===== config.mk =====
export PLATFORM = sky130hd
export DESIGN_NAME = dma_ctl
export DESIGN_NICKNAME = d
export VERILOG_FILES = /design/src/rtl/dma_ctl.sv
export SDC_FILE = /design/constraint.sdc
export NUM_CORES = 1
export LEC_CHECK = 0
export BUFFER_PORTS_ARGS = -buffer_cell sky130_fd_sc_hd__buf_2
export CAP_MARGIN = 10
export CORE_MARGIN = 2
export CORE_UTILIZATION = 61
export CTS_CLUSTER_SIZE = 20
export DETAILED_ROUTE_END_ITERATION = 12
export PLACE_DENSITY = 0.95
export RECOVER_POWER = 50
export SKIP_LAST_GASP = 1
export SYNTH_ARGS = -nofsm -noshare
export SYNTH_HDL_FRONTEND = slang
export SYNTH_SLANG_ARGS = --single-unit

===== constraint.sdc =====
create_clock -name clk -period 4.2 [get_ports clk]
set_clock_uncertainty 0.05 [all_clocks]
set_input_delay 0.63 -clock clk [delete_from_list [all_inputs] [get_ports clk]]
set_output_delay 0.63 -clock clk [all_outputs]
set_load 0.01 [all_outputs]

===== src/rtl/dma_ctl.sv =====
// dma_ctl: cycle-stealing block-copy DMA for the 65C02 bus.
// Steals bursts of RD/WR cycles at instruction boundaries and multiplexes memory between the core and the copier.
module dma_ctl #(
    parameter int BURST = 4
) (
    input  logic        clk,
    input  logic        reset,
    input  logic        sync,
    input  logic [15:0] cpu_ab,
    input  logic [7:0]  cpu_do,
    input  logic        cpu_we,
    output logic        rdy,
    output logic [15:0] mem_ab,
    output logic [7:0]  mem_do,
    output logic        mem_we,
    input  logic [7:0]  mem_di,
    input  logic [2:0]  reg_sel,
    input  logic        reg_we,
    input  logic [7:0]  reg_di,
    output logic [7:0]  reg_do,
    output logic        irq
);
    typedef enum logic [2:0] {IDLE, ARM, RD, WR, RESUME} state_t;
    state_t      state;
    logic [15:0] src;
    logic [15:0] dst;
    logic [7:0]  len;
    logic [8:0]  bcnt;
    logic        done;
    logic        ie;
    logic        abort_pend;
    logic        fin;
    logic        busy;
    logic        core_bus;
    logic        wr_en;
    logic        ctrl_wr;
    logic        last;
    logic        burst_end;

    assign busy      = state != IDLE;
    assign core_bus  = state == IDLE || state == ARM;
    assign wr_en     = reg_we && rdy;
    assign ctrl_wr   = wr_en && reg_sel == 3'd5;
    assign last      = len == 8'd1 || abort_pend;
    assign burst_end = bcnt + 9'd1 == 9'(BURST);

    always_ff @(posedge clk or negedge reset) begin
        if (!reset) begin
            state      <= IDLE;
            rdy        <= 1'b1;
            src        <= 16'd0;
            dst        <= 16'd0;
            len        <= 8'd0;
            bcnt       <= 9'd0;
            done       <= 1'b0;
            ie         <= 1'b0;
            abort_pend <= 1'b0;
            fin        <= 1'b0;
        end else begin
            if (wr_en && !busy) begin
                case (reg_sel)
                    3'd0: src[7:0]  <= reg_di;
                    3'd1: src[15:8] <= reg_di;
                    3'd2: dst[7:0]  <= reg_di;
                    3'd3: dst[15:8] <= reg_di;
                    3'd4: len       <= reg_di;
                    default: ;
                endcase
            end
            if (ctrl_wr) begin
                ie <= reg_di[7];
                if (reg_di[6])
                    done <= 1'b0;
                // An abort with nothing running or starting has nothing to stop.
                if (reg_di[1] && (busy || reg_di[0]))
                    abort_pend <= 1'b1;
            end
            case (state)
                IDLE: if (ctrl_wr && reg_di[0]) begin
                    state <= ARM;
                    done  <= 1'b0;
                end
                ARM: if (abort_pend) begin
                    state      <= IDLE;
                    done       <= 1'b1;
                    abort_pend <= 1'b0;
                end else if (sync && rdy) begin
                    state <= RD;
                    rdy   <= 1'b0;
                    bcnt  <= 9'd0;
                end
                RD: state <= WR;
                WR: begin
                    src   <= src + 16'd1;
                    dst   <= dst + 16'd1;
                    len   <= len - 8'd1;
                    bcnt  <= bcnt + 9'd1;
                    fin   <= last;
                    state <= (last || burst_end) ? RESUME : RD;
                end
                RESUME: begin
                    state <= fin ? IDLE : ARM;
                    rdy   <= 1'b1;
                    if (fin) begin
                        done       <= 1'b1;
                        abort_pend <= 1'b0;
                    end
                end
                default: state <= IDLE;
            endcase
        end
    end

    // RESUME re-presents the core's held address so mem_di is valid when rdy returns.
    assign mem_ab = state == RD ? src : state == WR ? dst : cpu_ab;
    assign mem_do = state == WR ? mem_di : cpu_do;
    assign mem_we = state == WR || (core_bus && cpu_we);
    assign reg_do = reg_sel == 3'd0 ? src[7:0]  :
                    reg_sel == 3'd1 ? src[15:8] :
                    reg_sel == 3'd2 ? dst[7:0]  :
                    reg_sel == 3'd3 ? dst[15:8] :
                    reg_sel == 3'd4 ? len       :
                    reg_sel == 3'd5 ? {ie, done, 5'd0, busy} : 8'd0;
    assign irq    = done && ie;
endmodule


**Word-level counts from Yosys, hierarchy flattened**

Index checks and enable logic that the tools add are counted.

- Flip-flop bits (word level): 57
- Input bits: 48
- Logic and storage cells: 107
- Output and inout port bits: 35

- Eq/ne operators: 15
- Reduce and logical (&&, ||, !) cells: 33
- Add/subtract/negate cells: 4
- Muxes and demuxes: 43

Operators with widths:

| operator | count |
|---|---|
| two-way mux 8 bit | 14 |
| two-way mux 16 bit | 6 |
| adder 16 x 1 -> 16 bit, second input constant | 2 |
| two-way mux 9 bit | 2 |
| case mux 9 bit (2 select lines) | 1 |
| nonzero test 2 bit | 8 |
| case mux 3 bit (5 select lines) | 1 |
| equality test 3 x 2 -> 1 bit, second input constant | 4 |
| two-way mux 1 bit | 12 |
| two-way mux 3 bit | 4 |
| AND reduction 2 bit | 6 |
| adder 9 x 1 -> 9 bit, second input constant | 1 |
| equality test 3 bit, second input constant | 3 |
| equality test 9 x 3 -> 1 bit, second input constant | 1 |
| equality test 8 x 1 -> 1 bit, second input constant | 1 |
| logical AND 1 bit | 8 |
| subtractor 8 x 1 -> 8 bit, second input constant | 1 |
| equality test 3 x 1 -> 1 bit, second input constant | 2 |
| logical NOT 3 bit | 2 |
| AND reduction 3 bit | 2 |
| logical OR 1 bit | 5 |
| inequality test 2 x 1 -> 1 bit, second input constant | 2 |
| case mux 1 bit (2 select lines) | 2 |
| inequality test 3 x 2 -> 1 bit, second input constant | 1 |
| other kinds (4) | 4 |

**Logic depth before layout (Yosys ltp)**

- Word-level depth: 7
- Depth in mapped cells: 7
- Depth with buffers taken out: 5

**Least setup slack after synthesis**

Ideal clock, no wire load.

- Path type: input -> output
- From: input reg_sel[1]
- To: output reg_do[4]
- Required time: 3.520 ns
- Stages: 5
- Path buffers: 2
- Arrival time: 1.708 ns
- Path slack: 1.812 ns
- Cell sequence: buf_6 clkbuf_1 mux4_2 inv_1 o22ai_1

- Longest elaborated chain between the ends: 6
- Elaborated cells between the ends (all ways): 10

RTL lines:

| what | line | text |
|---|---|---|
| from (decl) | 17 | `input logic [2:0] reg_sel,` |
| equality test 3 bit | 122 | `reg_sel == 3'd4 ? len :` |
| two-way mux 8 bit | 122 |  |
| two-way mux 8 bit | 121 | `reg_sel == 3'd3 ? dst[15:8] :` |
| two-way mux 8 bit | 120 | `reg_sel == 3'd2 ? dst[7:0] :` |
| two-way mux 8 bit | 119 | `reg_sel == 3'd1 ? src[15:8] :` |
| two-way mux 8 bit (*) | 118 | `assign reg_do = reg_sel == 3'd0 ? src[7:0] :` |
| to (decl) | 20 | `output logic [7:0] reg_do,` |

Mark *: on every way between the ends. The rest lies on a longest branch, timed or not.

**Final worst setup path**

- From: register state[2]
- To: output mem_ab[11]

- Longest elaborated chain between the ends: 3
- Elaborated cells between the ends (all ways): 4

RTL lines:

| what | line | text |
|---|---|---|
| from (decl) | 24 | `state_t state;` |
| from (signal assigned) | 99 | `state <= (last \|\| burst_end) ? RESUME : RD;` |
| from (signal assigned) | 102 | `state <= fin ? IDLE : ARM;` |
| equality test 3 x 2 -> 1 bit | 115 | `assign mem_ab = state == RD ? src : state == WR ? dst : cpu_ab;` |
| two-way mux 16 bit | 115 |  |
| two-way mux 16 bit (*) | 115 |  |
| to (decl) | 13 | `output logic [15:0] mem_ab,` |

Marked as above.

==> reports/qor.txt <==
status: finished with violations
failing checks: capacitance limit, slew limit
final cycle utilization of the critical path: 71.6%
Total Wirelength: 12900 microns
Hold EP: bcnt[6]
Non-Filler Instances: 682
Pwr per Cell Area: 547 mW/mm^2
Hold Startpoint: bcnt[6]
# DRC: 0
Die Ht: 88 microns
worst hold margin: 0.457 ns
startpoint types: flip-flop
met3 usage: 6.31%
Post-synth EDFFs: 0
fmax: 0.332 GHz
# diodes: 0
Reg clk slew, reported paths: 0.07 ns
average footprint of a synthesized cell: 8.31 sq um
reg2reg setup slack: 1.51 ns
setup_tns: 0 ns
Crit Path Category: flip-flop to primary output
relative slew slack: -34.8%
mapped cell area: 0.00430 sq mm
Core Region: 0.00679 sq mm
synthesized flop and latch total: 57
DR vias: 4621
DR pass1 iterations: 12
Slew Limit Fails: 38
CP arrival: 2.33 ns
gpl congestion: 0.963
RSZ-0062 raised after global routing: no
Tmin final: 3.01 ns
LEAKAGE: 2.12 nW
vias in the first global route: 4099
Worst-Margin Slew: 2.02 ns
IO Port Bufs: 82
# clock sinks: 57
Cell variety after synth: 71
Fillers: 494
Clock power frac: 21.0%
area of the die: 0.00774 sq mm
number of CTS-inserted buffers: 9
switching pwr: 1.16 mW
gr busiest metal: met2
Worst VDD drop: 0.000300 V
Hold Crit Class: flip-flop to flip-flop
initial antenna violation count: 0
grt ovf: 0
WHS Path Cells: 1
clock latency at the later pin of the worst-skew pair: 0.35 ns
Hold Fails Final Rpt: 0
first-pass GRT wire length: 20200 microns
Layout Nets: 634
Max clock buf depth: 2
Root Buffer: clkbuf_8
Max-Cap Viols: 1
DR WL/cell: 18.9 microns
switch share: 43.4%
# rows: 30
met1 Use GR: 44.5%
global-route usage over all layers: 34.0%
Routed Antenna Nets: 0
largest net degree at the start of global routing: 41
hpwl dp: 9030 microns
P&R area growth vs syn: 13.9%
1st-iter DRT viols: 693
H-tree Lvls: 3
share of cells above drive strength 1: 21.2%
I/O pin count: 83
die width: 88 microns
post-synth net total: 571
Crit. End Element: primary output
async set or reset register ratio after synthesis: 100%
Cells after DPL: 666
FF-to-FF path depth: 5
Logic pwr share: 37.3%
R2R Path Start: state[0]
Syn. warnings: 0
Setup Fix Bufs, Post-CTS: 0
crit-path max FO: 32
sequential area share after synthesis: 33.2%
Internal: 1.52 mW
setup violation total in the final timing report: 0
CTS resizes: 0
hold_buf cts: 0
data required time at the worst endpoint: 3.52 ns
Initial Util: 63.4%
Global Route met2 Usage: 53.0%
post-synthesis cell count: 518
prevailing post-synth register cell: dfrtp_1
CTS tree: yes
post-DR vias/cell: 6.78
reg-to-reg endpoint: src[6]
register share of total power: 41.8%
worst max-delay path by stage:
stage | startpoint | endpoint | slack [ns]
floorplan | reg_sel[1] | reg_do[4] | 1.81
global placement | reg_sel[0] | dst[12] | 1.64
detailed placement | reg_sel[0] | dst[12] | 1.57
CTS | state[2] | mem_ab[11] | 1.23
global route | reset | dst[1] | 0.85
finish | state[2] | mem_ab[11] | 1.19
layer usage:
metal | share of wire, % | vias to the layer above
met4 | 4.9 | 0
met3 | 12 | 59
li1 | - | 2060
met1 | 37 | 2141
met2 | 45 | 361
met5 | 0 | -
power groups by stage:
stage	clock network [mW]	registers (mW)	logic (mW)
floorplan	0	0.936	0.810
global placement	0	1.08	0.935
detailed placement	0	1.10	0.971
CTS	0.558	1.09	0.989
global route	0.587	1.13	1.09
finish	0.562	1.12	0.999
Yosys cell counts, types with 4 or more instances:
| cell type | number | area, sq um |
|---|---|---|
| a211oi_1 | 6 | 45.0 |
| a21boi_0 | 4 | 30.0 |
| a21oi_1 | 30 | 150 |
| a311oi_1 | 5 | 43.8 |
| a31oi_1 | 7 | 43.8 |
| and2_1 | 5 | 31.3 |
| and3_1 | 7 | 43.8 |
| and4_1 | 4 | 35.0 |
| buf_1 | 4 | 15.0 |
| buf_2 | 9 | 45.0 |
| clkbuf_1 | 16 | 60.1 |
| dfrtp_1 | 56 | 1400 |
| ha_1 | 5 | 62.6 |
| inv_1 | 18 | 67.6 |
| mux2i_1 | 27 | 270 |
| mux4_2 | 5 | 113 |
| nand2_1 | 81 | 304 |
| nand2b_1 | 11 | 68.8 |
| nand3_1 | 14 | 70.1 |
| nand4_1 | 12 | 75.1 |
| nor2_1 | 27 | 101 |
| nor2b_1 | 4 | 25.0 |
| nor3_1 | 13 | 65.1 |
| nor4_1 | 5 | 31.3 |
| o211ai_1 | 5 | 37.5 |
| o21a_1 | 4 | 30.0 |
| o21ai_0 | 39 | 195 |
| o221a_2 | 4 | 45.0 |
| o22ai_1 | 11 | 68.8 |
| o31ai_1 | 6 | 45.0 |
| o32ai_1 | 5 | 43.8 |
| or2_2 | 4 | 25.0 |
| or4_1 | 5 | 37.5 |
state kept, by name (all words and copies together), names as in the netlist:
| register | cells |
|---|---|
| abort_pend | 1 |
| bcnt | 9 |
| done | 1 |
| dst | 16 |
| fin | 1 |
| ie | 1 |
| len | 8 |
| rdy | 1 |
| src | 16 |
| state | 3 |
area by class of cell:
cell class | count | area [sq um] | area share, %
Clock buffer | 12 | 165 | 3.37
Clock inverter | 4 | 50.0 | 1.02
Inverter | 18 | 67.6 | 1.38
Multi-Input combinational cell | 408 | 2620 | 53.4
Sequential cell | 57 | 1430 | 29.1
Tap cell | 96 | 120 | 2.45
Timing Repair Buffer | 87 | 453 | 9.24
critical path, cell delays in order (launching register included):
cell and delay, ns:
dfrtp_1 0.60, nand2b_1 0.93, o21ai_0 0.25, buf_2 0.20
layout by cell type (no fill, tap or decap), types with 4 or more instances in the layout:
cell / synthesis / routed
o21a_1: 4 / 4
nand3_1: 14 / 14
o21ai_0: 39 / 40
nand4_1: 12 / 12
clkbuf_1: 16 / 4
buf_2: 9 / 79
o31ai_1: 6 / 6
and4_1: 4 / 4
nor2_1: 27 / 27
o32ai_1: 5 / 5
a21boi_0: 4 / 4
nor3_1: 13 / 14
mux2i_1: 27 / 27
and2_1: 5 / 5
o22ai_1: 11 / 11
or2_2: 4 / 4
nand2_1: 81 / 81
or4_1: 5 / 5
a21oi_1: 30 / 30
and3_1: 7 / 7
inv_1: 18 / 18
nor2b_1: 4 / 4
ha_1: 5 / 5
o221a_2: 4 / 4
dfrtp_1: 56 / 56
mux4_2: 5 / 5
a211oi_1: 6 / 6
nor4_1: 5 / 5
clkbuf_8: 2 / 12
o211ai_1: 5 / 5
nand2b_1: 11 / 11
a31oi_1: 7 / 7
a311oi_1: 5 / 5
cell families after synthesis:
group / Yosys count / synth area share [%]
compound gates: 153 / 23.5
fa+ha+maj: 5 / 1.45
buf+inv: 53 / 5.87
flops: 57 / 33.2
simple gates: 210 / 25.3
xor+xnor: 5 / 1.02
mux: 35 / 9.68
per-stage QoR:
step | power (mW) | area (sq um) | worst slack [ns] | util (%)
floorplan | 1.75 | 4300 | 1.81 | -
global placement | 2.02 | 4700 | 1.64 | 69.2
detailed placement | 2.07 | 4700 | 1.57 | 69.2
CTS | 2.64 | 4910 | 1.23 | 72.3
global route | 2.81 | 4900 | 0.852 | 72.2
finish | 2.68 | 4900 | 1.19 | 72.2
(Power assumes the default switching activity.)
